`config.mk`:
```
export PLATFORM = sky130hd
export DESIGN_NAME = id_hazard_ctrl
export DESIGN_NICKNAME = d
export VERILOG_FILES = /design/src/rtl/id_hazard_ctrl_pkg.sv /design/src/rtl/id_hazard_ctrl_sb_match.sv /design/src/rtl/id_hazard_ctrl.sv
export SDC_FILE = /design/constraint.sdc
export NUM_CORES = 1
export LEC_CHECK = 0
export BUFFER_PORTS_ARGS = -buffer_cell sky130_fd_sc_hd__clkbuf_2
export CORE_MARGIN = 1.5
export CORE_UTILIZATION = 45
export DETAILED_ROUTE_END_ITERATION = 6
export GPL_TIMING_DRIVEN = 0
export PLACE_DENSITY = 0.66
export SLEW_MARGIN = 20
export SYNTH_ARGS = -nofsm -noshare
export SYNTH_HDL_FRONTEND = slang
export SYNTH_HIERARCHICAL = 1
export SYNTH_SLANG_ARGS = --single-unit
export TNS_END_PERCENT = 50
```
`constraint.sdc`:
```
create_clock -name clk -period 6.78 [get_ports clk]
set_input_delay 0.678 -clock clk [delete_from_list [all_inputs] [get_ports clk]]
set_output_delay 0.678 -clock clk [all_outputs]
set_load 0.05 [all_outputs]
```
`src/rtl/id_hazard_ctrl_pkg.sv`:
```
// rtl/id_hazard_ctrl_pkg.sv - shared widths, FSM encoding and scoreboard entry layout
package id_hazard_ctrl_pkg;

  localparam int WORD_LEN          = 32;
  localparam int REG_FILE_ADDR_LEN = 4;
  localparam int SB_DEPTH          = 3;
  localparam int SB_ENTRY_W        = 3 + REG_FILE_ADDR_LEN;

  typedef enum logic [1:0] {
    ST_RUN   = 2'd0,
    ST_STALL = 2'd1,
    ST_FLUSH = 2'd2
  } hz_state_e;

  typedef struct packed {
    logic                         valid;
    logic                         wb_en;
    logic                         mem_r_en;
    logic [REG_FILE_ADDR_LEN-1:0] dest;
  } sb_entry_t;

endpackage

```
`src/rtl/id_hazard_ctrl_sb_match.sv`:
```
// rtl/id_hazard_ctrl_sb_match.sv - compares one source register against one scoreboard entry
module sb_match
  import id_hazard_ctrl_pkg::*;
#(
  parameter bit LOAD_ONLY = 1'b0
) (
  input  sb_entry_t                    entry,
  input  logic [REG_FILE_ADDR_LEN-1:0] src,
  output logic                         match
);

  // R0 gets no special treatment: a write to R0 still blocks a read of R0.
  assign match = entry.valid && entry.wb_en && (entry.dest == src) &&
                 (!LOAD_ONLY || entry.mem_r_en);

endmodule

```
`src/rtl/id_hazard_ctrl.sv`:
```
// rtl/id_hazard_ctrl.sv - ID-stage hazard/flush control; FORWARDING_EN limits checks to EXE load-use
module id_hazard_ctrl
  import id_hazard_ctrl_pkg::*;
(
  input  logic                         clk,
  input  logic                         rst,
  input  logic                         id_valid,
  input  logic [REG_FILE_ADDR_LEN-1:0] src1,
  input  logic [REG_FILE_ADDR_LEN-1:0] src2,
  input  logic                         is_imm,
  input  logic                         st_or_bne,
  input  logic [REG_FILE_ADDR_LEN-1:0] id_dest,
  input  logic                         id_wb_en,
  input  logic                         id_mem_r_en,
  input  logic                         br_taken,
  input  logic                         mem_freeze,
  output logic                         hazard_detected,
  output logic                         pc_freeze,
  output logic                         ifid_freeze,
  output logic                         ifid_flush,
  output logic [1:0]                   state,
  output logic [15:0]                  stall_cnt,
  output logic [15:0]                  flush_cnt
);

`ifdef FORWARDING_EN
  localparam int N_CHK     = 1;
  localparam bit LOAD_ONLY = 1'b1;
`else
  localparam int N_CHK     = SB_DEPTH;
  localparam bit LOAD_ONLY = 1'b0;
`endif

  // sb[0] = EXE, sb[1] = MEM, sb[2] = WB
  sb_entry_t  sb [SB_DEPTH];
  hz_state_e  state_q, state_d;
  logic [N_CHK-1:0] m1, m2;
  logic src2_read, in_flush, issue;

  for (genvar g = 0; g < N_CHK; g++) begin : g_chk
    sb_match #(.LOAD_ONLY(LOAD_ONLY)) u_m1 (.entry(sb[g]), .src(src1), .match(m1[g]));
    sb_match #(.LOAD_ONLY(LOAD_ONLY)) u_m2 (.entry(sb[g]), .src(src2), .match(m2[g]));
  end

  assign src2_read = !is_imm || st_or_bne;
  assign in_flush  = (state_q == ST_FLUSH);

  // During FLUSH the ID slot holds a wrong-path instruction, so it neither stalls nor issues.
  assign hazard_detected = rst && id_valid && !in_flush && ((|m1) || (src2_read && (|m2)));
  assign pc_freeze       = hazard_detected || mem_freeze;
  assign ifid_freeze     = hazard_detected || mem_freeze;
  assign ifid_flush      = rst && br_taken && !hazard_detected && !mem_freeze && !in_flush;
  assign issue           = id_valid && !hazard_detected && !in_flush;
  assign state           = state_q;

  always_comb begin
    state_d = state_q;
    if (!mem_freeze) begin
      if (hazard_detected)  state_d = ST_STALL;
      else if (ifid_flush)  state_d = ST_FLUSH;
      else                  state_d = ST_RUN;
    end
  end

  always_ff @(posedge clk or negedge rst) begin
    if (!rst) state_q <= ST_RUN;
    else      state_q <= state_d;
  end

  always_ff @(posedge clk or negedge rst) begin
    if (!rst) begin
      for (int i = 0; i < SB_DEPTH; i++) sb[i] <= '0;
    end else if (!mem_freeze) begin
      sb[2] <= sb[1];
      sb[1] <= sb[0];
      if (issue) sb[0] <= '{valid: id_valid, wb_en: id_wb_en, mem_r_en: id_mem_r_en, dest: id_dest};
      else       sb[0] <= '0;
    end
  end

  always_ff @(posedge clk or negedge rst) begin
    if (!rst) begin
      stall_cnt <= '0;
      flush_cnt <= '0;
    end else begin
      if (!mem_freeze && hazard_detected && stall_cnt != 16'hFFFF) stall_cnt <= stall_cnt + 16'd1;
      if (ifid_flush && flush_cnt != 16'hFFFF)                     flush_cnt <= flush_cnt + 16'd1;
    end
  end

endmodule

```
# Yosys cells after proc, flatten, opt, wreduce, memory -nomap -nowiden
# Cells that the tools add are included.
# word_totals
ff_bits,52
latchBits,0
ramBits,0
rom_bits,0
input_bits,21
out_inout_bits,38
mem_count,0
# classes
n_addsub,2
n_mul,0
div_mod_pow,0
n_lt_le_gt_ge,0
eq_ne,9
shift,0
muxes,3
bitwise_logic,0
reduce_logical,31
# ops
op,count
16-bit by 1-bit adder with 16-bit output (second input constant),2
16-bit != test (second input constant),2
4-bit == test,6
1-bit logical AND,22
7-bit 2-to-1 mux,1
3-bit OR reduction,2
1-bit logical NOT,4
2-bit 2-to-1 mux,2
1-bit logical OR,3
2-bit == test (second input constant),1

# Logic depth before layout (Yosys ltp)
# depth
depth_word,12
mapped_depth,9

# Hierarchy
# Netlist, hierarchy kept.
# by_module_without_submodules
mod,n_inst,cells_per_inst,area_each_um2,seq_area_each_um2
id_hazard_ctrl,1,208,2474.9,1376.3
sb_match,6,8,58.8,0.0

# Worst setup path before layout
# OpenSTA, ideal clock, no wires.
# synth_path
path_type,input port to output port
startpoint,input src2[3]
endpoint,output pc_freeze
arrival_ps,2646
required_ps,6102
setup_slack_ps,3456
cell_stages,8
path_cell_list,inv_1 > o22ai_1 > nor4b_2 > or3_4 > a31o_2 > and3_1 > or2_2 > buf_4
# synth_between
elab_chain_len,7
elab_cells_between_ends,11
cone_classes,3 x eq/ne; 8 x reduce/logical
# synth_rtl
item,line_no,rtl
from (decl),id_hazard_ctrl.sv:9,"input logic [REG_FILE_ADDR_LEN-1:0] src2,"
4-bit == test,id_hazard_ctrl_sb_match.sv:13,assign match = entry.valid && entry.wb_en && (entry.dest == src) &&
1-bit logical AND,id_hazard_ctrl_sb_match.sv:13,
via m2[1],id_hazard_ctrl.sv:37,"logic [N_CHK-1:0] m1, m2;"
3-bit OR reduction,id_hazard_ctrl.sv:49,assign hazard_detected = rst && id_valid && !in_flush && ((|m1) || (src2_read && (|m2)));
1-bit logical AND,id_hazard_ctrl.sv:49,
1-bit logical OR,id_hazard_ctrl.sv:49,
1-bit logical AND,id_hazard_ctrl.sv:49,
via hazard_detected,id_hazard_ctrl.sv:17,"output logic hazard_detected,"
1-bit logical OR,-,
to (decl),id_hazard_ctrl.sv:18,"output logic pc_freeze,"
# The timed path passes the listed nets, and every way through them passes these cells.

# Final worst setup path
# layout_path
startpoint,input src2[1]
endpoint,output pc_freeze
# layout_between
elab_chain_len,7
elab_cells_between_ends,11
cone_classes,3 x eq/ne; 8 x reduce/logical
# layout_rtl
item,line_no,rtl
4-bit == test,id_hazard_ctrl_sb_match.sv:13,
1-bit logical AND,id_hazard_ctrl_sb_match.sv:13,
via m2[1],id_hazard_ctrl.sv:37,
3-bit OR reduction,id_hazard_ctrl.sv:49,
1-bit logical AND,id_hazard_ctrl.sv:49,
1-bit logical OR,id_hazard_ctrl.sv:49,
1-bit logical AND,id_hazard_ctrl.sv:49,
1-bit logical OR,id_hazard_ctrl.sv:50,assign pc_freeze = hazard_detected || mem_freeze;
# The timed path passes the listed nets, and every way through them passes these cells.

==> results.toml <==
[place]
finalWeightedCongestion = 0.7704
numPortBuffers = 56
dpl.hpwl_mm = 4.201

[cts]
htree_levels = 2
cts_repair_resize_count = 0
clk_latency_ns = 0.30
clock_path_buffers = 2
clkTransAtPathRegs_ns = 0.09
numClockSinks = 52
cts.root.buffer_cell = "sky130_fd_sc_hd__clkbuf_8"
tritoncts = "yes"
post-cts-setup-buffer-count = 0
ctsHoldBuffers = 0
numCtsBuffers = 5

[yosys]
synth.avg_cell_area_um2 = 10.89
synthesis.nets = 273
synth_area_mm2 = 0.002721
synth-warning-count = 6
synthesis.instances = 250

[setup_path]
cp_data_required_time_ns = 6.10
worstSetupEndpointType = "output pin"
worst_ep_arrival_time_ns = 2.62
worst_path_largest_cell_delay_ns = 0.41
path_class = "in2out"
critical_path.slowest_cell = "sky130_fd_sc_hd__or3_4"
crit_path_cell_trace = "clkbuf_2 -> o211ai_1 -> nor4b_2 -> or3_4 -> a31o_2 -> and3_1 -> or2_2 -> buf_4 -> clkbuf_2"
timing.critical_path.fanout_max = 6
critPathMostFrequentCell = "sky130_fd_sc_hd__clkbuf_2"
worst_setup_path_start_kind = "input pin"

[global_route]
grt_pass1_wl_mm = 9.873
grtUsageTotal_pct = 19.61
grt_antenna_before_repair = 0
overflow = 0
vias_in_the_first_global_route = 2018
maximum_number_of_pins_on_one_net_before_global_route_repair = 57

[drt]
route.detailed.wl_per_inst_um = 14.58
antenna_violating_nets_post_route = 0
num_vias = 2121
drt_iter0_markers = 166
drt-pass1-iter-count = 4
post_drt_via_cell_ratio = 5.452
drc = 0
routed_wl_mm = 5.672

[cells_and_area]
antenna-diode-count = 0
fillCellCount = 549
post_route_cells_drive_above_1_share_pct = 31.21
num-nets-final = 336
area_overhead_of_the_layout_relative_to_synthesis_pct = 17.93

[timing]
slew_viol_final = 0
final_setup_skew_ns = 0.004750
grt_setup_unrepaired = "false"
relSlewSlack_pct = 50.75
whs_ns = 0.4528
maximum_frequency_from_static_timing_analysis_ghz = 0.3031
final_number_of_setup_violating_endpoints = 0
hold_viol = 0
timing_worst_slew_pin_value_ns = 0.7387
post-route-min-period_ns = 3.299
finalCritPeriodShare_pct = 48.66
setup_tns_final_ns = 0

[flow_run]
max_cap_viol_count = 0

[die]
placement_rows = 28
fp.dieW_um = 80.77
floorplan.die.height_um = 80.77
floorplan.initialDensity_pct = 46.24
fp.dieArea_mm2 = 0.006523
ioPinCount = 59
core_area_mm2 = 0.005886

[power]
p_leak_uw = 0.001600
power.ir.vdd_worst_mv = 0.1336
power_density_mw_per_mm2 = 228.1

[outcome]
outcome = "completed"

[min_path]
worstHoldPathType = "in2async"
[flip-flops by register name, summed over array words and instances, names as in the netlist]
name / flops
stall_cnt: 16
state: 2
flush_cnt: 16
sb: 18
[worst max-delay path: cells and delay by family]
kind	cells	cell delay [ns]
AND/OR/NAND/NOR	4	0.96
buffers and inverters	3	0.50
AO/OA/AOI/OAI	2	0.48
[layer usage]
layer / track usage [%] / vias to the layer above / part of all wire (%)
li1: - / 1027 / -
met1: 28.02 / 1036 / 47
met2: 30.50 / 56 / 47
met3: 3.933 / 2 / 4.9
met4: 5.172 / 0 / 0.51
met5: 0 / - / 0
[stage by stage]
stage	utilization [%]	instance area [um2]	power, uW	instances	setup WS [ns]
5_1_grt	54.53	3209	773.1	389	3.374
2_1_floorplan	-	2721	480.6	250	3.456
3_5_place_dp	52.64	3098	528.7	381	3.484
4_1_cts	54.53	3209	740.2	389	3.489
6_report	54.53	3209	732.1	389	3.481
3_3_place_gp	52.59	3095	525.2	381	3.178
[power breakdown]
group	switching [uW]	internal [uW]	total, uW
combinational	102	50.2	152
sequential	33.4	337	370
clock	101	109	210
[cells in the final DEF (no fill, tap or decap), drive strengths merged, types with 2 or more instances in the layout]
master / n
a21o: 2
a222oi: 6
a22o: 5
a31oi: 2
and3: 6
and4: 5
buf: 3
clkbuf: 63
dfrtp: 52
ha: 2
inv: 23
mux2: 16
nand2: 19
nand2b: 4
nand3: 7
nand4: 5
nor2: 9
nor3: 10
nor4: 7
nor4b: 6
o211ai: 6
o22ai: 6
or3: 2
xnor2: 10
xor2: 21
[path summary, 6_finish.rpt]
check                         startpoint            end  slack (ns)  depth (start not counted)
max                              src2[1]      pc_freeze        3.48                          9
min                                  rst   flush_cnt[3]        0.45                          1
max reg2reg                        sb[8]  flush_cnt[14]        4.16                          8
min reg2reg                flush_cnt[13]  flush_cnt[13]        0.49                          1
max in group asynchronous            rst  stall_cnt[11]        5.84                          1
min in group clk           flush_cnt[13]  flush_cnt[13]        0.49                          1
[cell type report]
type	count	area, um2	area share [%]
Clock inverter	3	42.54	1.326
Sequential cell	52	1301	40.55
Multi-Input combinational cell	170	1310	40.82
Timing Repair Buffer	56	282.8	8.811
Clock buffer	5	68.82	2.144
Tap cell	75	93.84	2.924
Inverter	23	86.33	2.690
Buffer	5	23.77	0.7407
Note: power is estimated with default switching activity, not from simulation.
